[config.mk]
export PLATFORM = sky130hd
export DESIGN_NAME = pc_fetch_ctrl
export DESIGN_NICKNAME = d
export VERILOG_FILES = /design/src/rtl/pc_fetch_ctrl_pkg.sv /design/src/rtl/pc_fetch_ctrl_next_sel.sv /design/src/rtl/pc_fetch_ctrl.sv
export SDC_FILE = /design/constraint.sdc
export NUM_CORES = 1
export LEC_CHECK = 0
export CAP_MARGIN = 20
export CELL_PAD_IN_SITES_DETAIL_PLACEMENT = 0
export CELL_PAD_IN_SITES_GLOBAL_PLACEMENT = 1
export CORE_UTILIZATION = 38
export CTS_BUF_LIST = sky130_fd_sc_hd__clkbuf_4 sky130_fd_sc_hd__clkbuf_8
export CTS_CLUSTER_DIAMETER = 60
export CTS_CLUSTER_SIZE = 16
export DETAILED_ROUTE_END_ITERATION = 8
export PLACE_DENSITY = 0.87
export REMOVE_ABC_BUFFERS = 1
export SYNTH_ARGS = -nofsm -noshare
export SYNTH_HDL_FRONTEND = slang
export SYNTH_SLANG_ARGS = --single-unit
[constraint.sdc]
create_clock -name clk -period 2 [get_ports clk]
set_input_delay 0.2 -clock clk [delete_from_list [all_inputs] [get_ports clk]]
set_output_delay 0.2 -clock clk [all_outputs]
set_load 0.01 [all_outputs]
[src/rtl/pc_fetch_ctrl_pkg.sv]
// pc_fetch_ctrl_pkg: bus widths, fetch FSM states and reset PC shared by pc_fetch_ctrl.
`ifndef ADDR_BUS
`define ADDR_BUS 31:0
`endif
`ifndef INST_BUS
`define INST_BUS 31:0
`endif
package pc_fetch_ctrl_pkg;
  typedef enum logic [1:0] {IDLE, FETCH, HOLD} state_t;
  localparam logic [31:0] RESET_PC_DEF = 32'hBFC0_0000;
  function automatic logic [31:0] pc_inc(input logic [31:0] pc);
    return pc + 32'd4;
  endfunction
endpackage

[src/rtl/pc_fetch_ctrl_next_sel.sv]
// pc_next_sel: next-PC priority mux (exception when FETCH_EXCEPT_EN, pending redirect, live branch, pc+4).
module pc_next_sel
  import pc_fetch_ctrl_pkg::*;
(
  input  logic             pend_valid,
  input  logic [`ADDR_BUS] pend_addr,
  input  logic             branch_flag,
  input  logic [`ADDR_BUS] branch_addr,
`ifdef FETCH_EXCEPT_EN
  input  logic             exc_flag,
  input  logic [`ADDR_BUS] exc_addr,
`endif
  input  logic [`ADDR_BUS] pc,
  output logic [`ADDR_BUS] next_pc
);
`ifdef FETCH_EXCEPT_EN
  assign next_pc = exc_flag ? exc_addr : pend_valid ? pend_addr : branch_flag ? branch_addr : pc_inc(pc);
`else
  assign next_pc = pend_valid ? pend_addr : branch_flag ? branch_addr : pc_inc(pc);
`endif
endmodule

[src/rtl/pc_fetch_ctrl.sv]
// pc_fetch_ctrl: IF-stage PC and ROM fetch controller with delay-slot redirects.
// FETCH_EXCEPT_EN adds exc_flag/exc_addr for an exception redirect.
module pc_fetch_ctrl
  import pc_fetch_ctrl_pkg::*;
#(
  parameter logic [31:0] RESET_PC = RESET_PC_DEF
) (
  input  logic             clk,
  input  logic             rst,
  input  logic             stall,
  input  logic             branch_flag,
  input  logic [`ADDR_BUS] branch_addr,
  input  logic             rom_ready,
  input  logic [`INST_BUS] rom_data,
`ifdef FETCH_EXCEPT_EN
  input  logic             exc_flag,
  input  logic [`ADDR_BUS] exc_addr,
`endif
  output logic             rom_en,
  output logic [`ADDR_BUS] rom_addr,
  output logic             if_valid,
  output logic [`ADDR_BUS] if_addr,
  output logic [`INST_BUS] if_inst,
  output logic             fetch_stall
);
  state_t state, state_n;
  logic [`ADDR_BUS] pc, pc_n, next_pc, pend, pend_n, if_addr_n;
  logic [`INST_BUS] hold_buf, hold_buf_n, if_inst_n;
  logic pend_v, pend_v_n, if_valid_n, adv, take, exc;
`ifdef FETCH_EXCEPT_EN
  assign exc = exc_flag;
`else
  assign exc = 1'b0;
`endif
  pc_next_sel u_sel (
    .pend_valid (pend_v),
    .pend_addr  (pend),
    .branch_flag(branch_flag),
    .branch_addr(branch_addr),
`ifdef FETCH_EXCEPT_EN
    .exc_flag   (exc_flag),
    .exc_addr   (exc_addr),
`endif
    .pc         (pc),
    .next_pc    (next_pc)
  );
  // adv: an instruction is handed to ID this cycle, so pc moves on
  always_comb begin
    adv = ~stall & ((state == FETCH & rom_ready) | state == HOLD);
    take = ~stall & branch_flag & ~adv;
    state_n = state == IDLE ? FETCH : state == FETCH ? (rom_ready & stall ? HOLD : FETCH) : (stall ? HOLD : FETCH);
    pc_n = adv ? next_pc : pc;
    pend_v_n = ~adv & (take | pend_v);
    pend_n = adv ? '0 : take ? branch_addr : pend;
    hold_buf_n = (state == FETCH & rom_ready & stall) ? rom_data : hold_buf;
    if_valid_n = adv | (if_valid & (stall | state != FETCH));
    if_addr_n = adv ? pc : if_addr;
    if_inst_n = adv ? (state == HOLD ? hold_buf : rom_data) : if_inst;
    if (exc) begin
      state_n = FETCH;
      pc_n = next_pc;
      pend_v_n = 1'b0;
      pend_n = '0;
      hold_buf_n = '0;
      if_valid_n = 1'b0;
    end
  end
  always_ff @(posedge clk) begin
    if (rst) begin
      state <= IDLE;
      pc <= RESET_PC;
      pend_v <= 1'b0;
      pend <= '0;
      hold_buf <= '0;
      if_valid <= 1'b0;
      if_addr <= '0;
      if_inst <= '0;
    end else begin
      state <= state_n;
      pc <= pc_n;
      pend_v <= pend_v_n;
      pend <= pend_n;
      hold_buf <= hold_buf_n;
      if_valid <= if_valid_n;
      if_addr <= if_addr_n;
      if_inst <= if_inst_n;
    end
  end
  assign rom_en = state == FETCH;
  assign rom_addr = pc;
  assign fetch_stall = rom_en & ~rom_ready;
endmodule

[Yosys cells after proc, flatten, opt, wreduce, memory -nomap -nowiden]
Index checks and enable logic that the tools add are counted.
Word-level totals
  bits in registers: 164
  bits in latches: 0
  memory bits (writable): 0
  ROM bits: 0
  input port bits: 69
  logic and storage cells: 39
  memories kept: 0
Cells by class
  add/sub/neg operators: 1
  multiply operators: 0
  divide/modulo/power cells: 0
  order comparisons: 0
  equal/unequal tests: 3
  shift operators: 0
  multiplexer cells: 7
  bitwise gates (word level): 16
  reductions and logical operators: 3
Operators with widths (count)
  32-bit two-way mux: 3
  32-bit by 3-bit adder with 32-bit output, second input constant: 1
  1-bit bitwise AND: 9
  2-bit two-way mux: 3
  1-bit OR: 4
  2-bit OR reduction: 2
  1-bit NOT: 3
  2-bit by 1-bit equality test with 1-bit output, second input constant: 1
  2-bit equality test, second input constant: 1
  2-bit logical NOT: 1
  2-bit by 1-bit != test with 1-bit output, second input constant: 1
  1-bit two-way mux: 1

[Longest topological paths before layout]
  depth in word-level cells: 8
  mapped depth: 8

[Hierarchy]
A second synthesis with hierarchy kept.
Second synthesis, totals
  cell total of the unflattened synthesis: 912
  area, all modules: 7786.2 sq um
Modules (own cells, without submodules)
  pc_fetch_ctrl: times used 1, cells each 719, area each 6533.8 sq um
  pc_next_sel: times used 1, cells each 193, area each 1252.5 sq um

[Worst setup path after synthesis]
OpenSTA, ideal clock, no wires.
  path kind: reg2reg
  from: reg pc[2], in the netlist rom_addr[2]
  to: reg pc[24], in the netlist rom_addr[24]
  arrival: 1740 ps
  slack: 182 ps
  stages on the path, launching flop included: 9
  path buffers: 2
  path through: dfxtp_1 > ha_1 > and3_1 > clkbuf_1 > and3_1 > buf_2 > nand4_1 > xor2_1 > a32oi_1
On the way
  word-level cells in the longest chain between the ends: 3
RTL lines
  from (decl): line pc_fetch_ctrl.sv:27  | logic [`ADDR_BUS] pc, pc_n, next_pc, pend, pend_n, if_addr_n;
  from (signal assigned): line pc_fetch_ctrl.sv:80  | pc <= pc_n;
  32-bit by 3-bit adder with 32-bit output: line pc_fetch_ctrl_pkg.sv:12  | return pc + 32'd4;
  32-bit two-way mux (2 in series): line pc_fetch_ctrl_next_sel.sv:19  | assign next_pc = pend_valid ? pend_addr : branch_flag ? branch_addr : pc_inc(pc);
Every way passes these cells.
A chain may end at the register's enable or synchronous reset.

[Worst setup path in the final report]
  from: reg state[1]
  to: out rom_en
On the way
  word-level cells in the longest chain between the ends: 1
RTL lines
  from (decl): line pc_fetch_ctrl.sv:26  | state_t state, state_n;
  from (signal assigned): line pc_fetch_ctrl.sv:79  | state <= state_n;
  2-bit by 1-bit equality test with 1-bit output: line pc_fetch_ctrl.sv:89  | assign rom_en = state == FETCH;
  to (decl): line pc_fetch_ctrl.sv:19  | output logic rom_en,
Every way passes these cells.

==> metrics.txt <==
Max Freq 541 MHz; total power draw 7.01 mW; max-slew headroom at the worst pin 0.562; TritonCTS clock tree built; Slew @ Worst Pin 0.657 ns; fraction of layout cells with a size suffix above 1 0.100; final hold violations 0; Setup Viol. Count Final 0; R2R cell count 7; remaining antenna violation count 0; area leader, netlist dfxtp_1; I/O pin count 168; status completed; post-synth top area share 0.450; clk_lat worst skew 0.46 ns; final core occ 0.529; gpl congestion 0.820; Setup crit start kind flop; Synth Register Bits 164; Max-cap violations 0; r2r setup slk 0.21 ns; unrepaired setup endpoints after global routing no; fin cells 1364; Max FO, Critical Path 4; GRT Overall Usage 0.226; leak pwr 3.72 nW; area grow syn2layout 36.1%; pwr/cell area 706 nW/um^2; first-pass GRT wire length 35.3 mm; Final #Nets 1187; register area share after synthesis 0.450; commonest non-fill, non-tap cells in the layout nand2_1, clkdlybuf4s50_1, dfxtp_1, a21oi_1, buf_4; cts hold-fix bufs 0; root buffer cell clkbuf_8; clk slew on worst S/H paths 0.09 ns; synthesized instance count 943; gr ovfl total 0; Distinct cells, synth 52; number of global-route vias before repair 6784; vias per inst 5.25; # diodes 0; maximum vdd drop 0.505 mV; First DRT Iteration DRCs 320; Initial Utilization 0.389; total length of routed wires 21.9 mm; DIE AREA 19800 um^2; die height 141 um; dpl hpwl 15.1 mm; top post-synthesis cells by area dfxtp_1, nand2_1, a21oi_1, mux2i_1, a211oi_1; row cnt 50; Syn Std Cell Area 7290 um^2; antenna violations before repair 0; top_reg_cell synth dfxtp_1; fin crit period 1.85 ns; Hold Crit Start rst; worst hold path type primary input to flop; CP Class flop to output port; placed cells 1332; Port-buffer cells 167; number of clock sinks 164; Post-Syn Area per Cell 7.74 um^2; H-tree depth 4; via count 7158; Async SR Flop Fraction 0; Critical Path RT 1.80 ns; commonest non-fill, non-tap cell in the layout nand2_1; Slew Limit Fails 0; core area 18800 um^2; FF-to-FF End rom_addr[23]; maximum clock insertion buffer count 2; # DRC 0; period utilization 0.925; Post-synth EDFFs 0; post-route worst setup slack 0.150 ns; Worst Hold Path Cells 2; pre-CTS setup slack 0.0196 ns; wire per inst 16.0 um; Worst Path Arrival 1.65 ns; Worst Clk Skew 0.0154 ns; DRT Pass-1 Iters 5; hold endpoint hold_buf[11]; Ys Warns 0; TritonCTS buffer count 17; Worst R2R Start rom_addr[5]; Critical Path Sink Type output port; pin count of the biggest net entering global routing 64; chip width 141 um
critical path, cell delays in order (launching register included):
cell,delay [ns]
dfxtp_1,0.34
nand2b_1,0.18
inv_1,0.10
clkdlybuf4s50_1,0.58
state kept, by name, summed over array words and instances (netlist names):
signal	cells
hold_buf	32
if_addr	32
pend	32
rom_addr	32
state	2
pend_v	1
if_valid	1
if_inst	32
cell type report:
class                   count  area [um^2]
clock buffers              18          241
well taps                 234          293
inverters                  11         41.3
clock inverters            14          150
multi-input cells         688         3650
flip-flops and latches    164         3280
fillers                  1839         8840
repair buffers            235         2260
how the worst max path moves through the flow:
stage               startpoint            to  slack [ns]
floorplan             state[0]  rom_addr[11]       -5.18
global placement     rom_ready  rom_addr[18]        0.05
detailed placement   rom_ready  rom_addr[18]        0.02
CTS                   state[1]        rom_en        0.11
global route          state[1]   fetch_stall        0.02
finish                state[1]        rom_en        0.15
per-layer routing:
metal,wire [um],global-route usage,up-vias
met1,9720,0.282,3330
met3,1850,0.0738,19
li1,-,-,3604
met2,10000,0.374,205
met5,0,0,-
met4,289,0.0618,0
report_power, final:
group          switching, mW  internal, mW
combinational          0.555         0.520
sequential            0.0840          3.40
clock                   1.31          1.14
synthesized netlist by cell type (2+ instances only):
master,n
buf_2,21
nand4_1,7
xnor2_1,4
dfxtp_1,164
nor3_1,7
a21o_1,4
a31oi_1,6
o22ai_1,2
a21oi_1,138
o31ai_1,2
a221o_1,2
nor3b_1,4
nand2b_1,6
nand2_1,246
xor2_1,4
nand3_1,20
o21a_1,2
o211ai_1,9
mux2i_1,38
a311oi_1,3
buf_1,7
and2_1,3
nor4_1,8
a311o_1,2
nor2_1,48
inv_1,10
a211oi_1,33
a31o_2,2
o21ai_0,46
nor2b_1,2
clkbuf_1,50
and3_1,17
and4_1,7
metrics by stage:
| step | cell area, um^2 | hold slack [ns] | setup TNS [ns] |
|---|---|---|---|
| after detailed placement | 9530 | 0.446 | 0 |
| after global placement | 9530 | 0.440 | 0 |
| after floorplan | 6960 | 0.269 | -514.12 |
| final | 9920 | 0.0909 | 0 |
| after global routing | 9920 | 0.0686 | 0 |
| after CTS | 9920 | 0.0633 | 0 |
cell families after synthesis:
group	Yosys count	synth area share
simple gates	381	0.227
compound gates	260	0.207
mux	38	0.0521
xor+xnor	8	0.00960
flops	164	0.450
fa+ha+maj	1	0.00171
buf+inv	91	0.0520
what timing repair did:
| action | 4_1_cts | 5_1_grt |
|---|---|---|
| endpoints found under the setup margin | 0 | 1 |
| resized for setup | 0 | 1 |
| buffers inserted | 0 | 0 |
(Power assumes the default switching activity.)
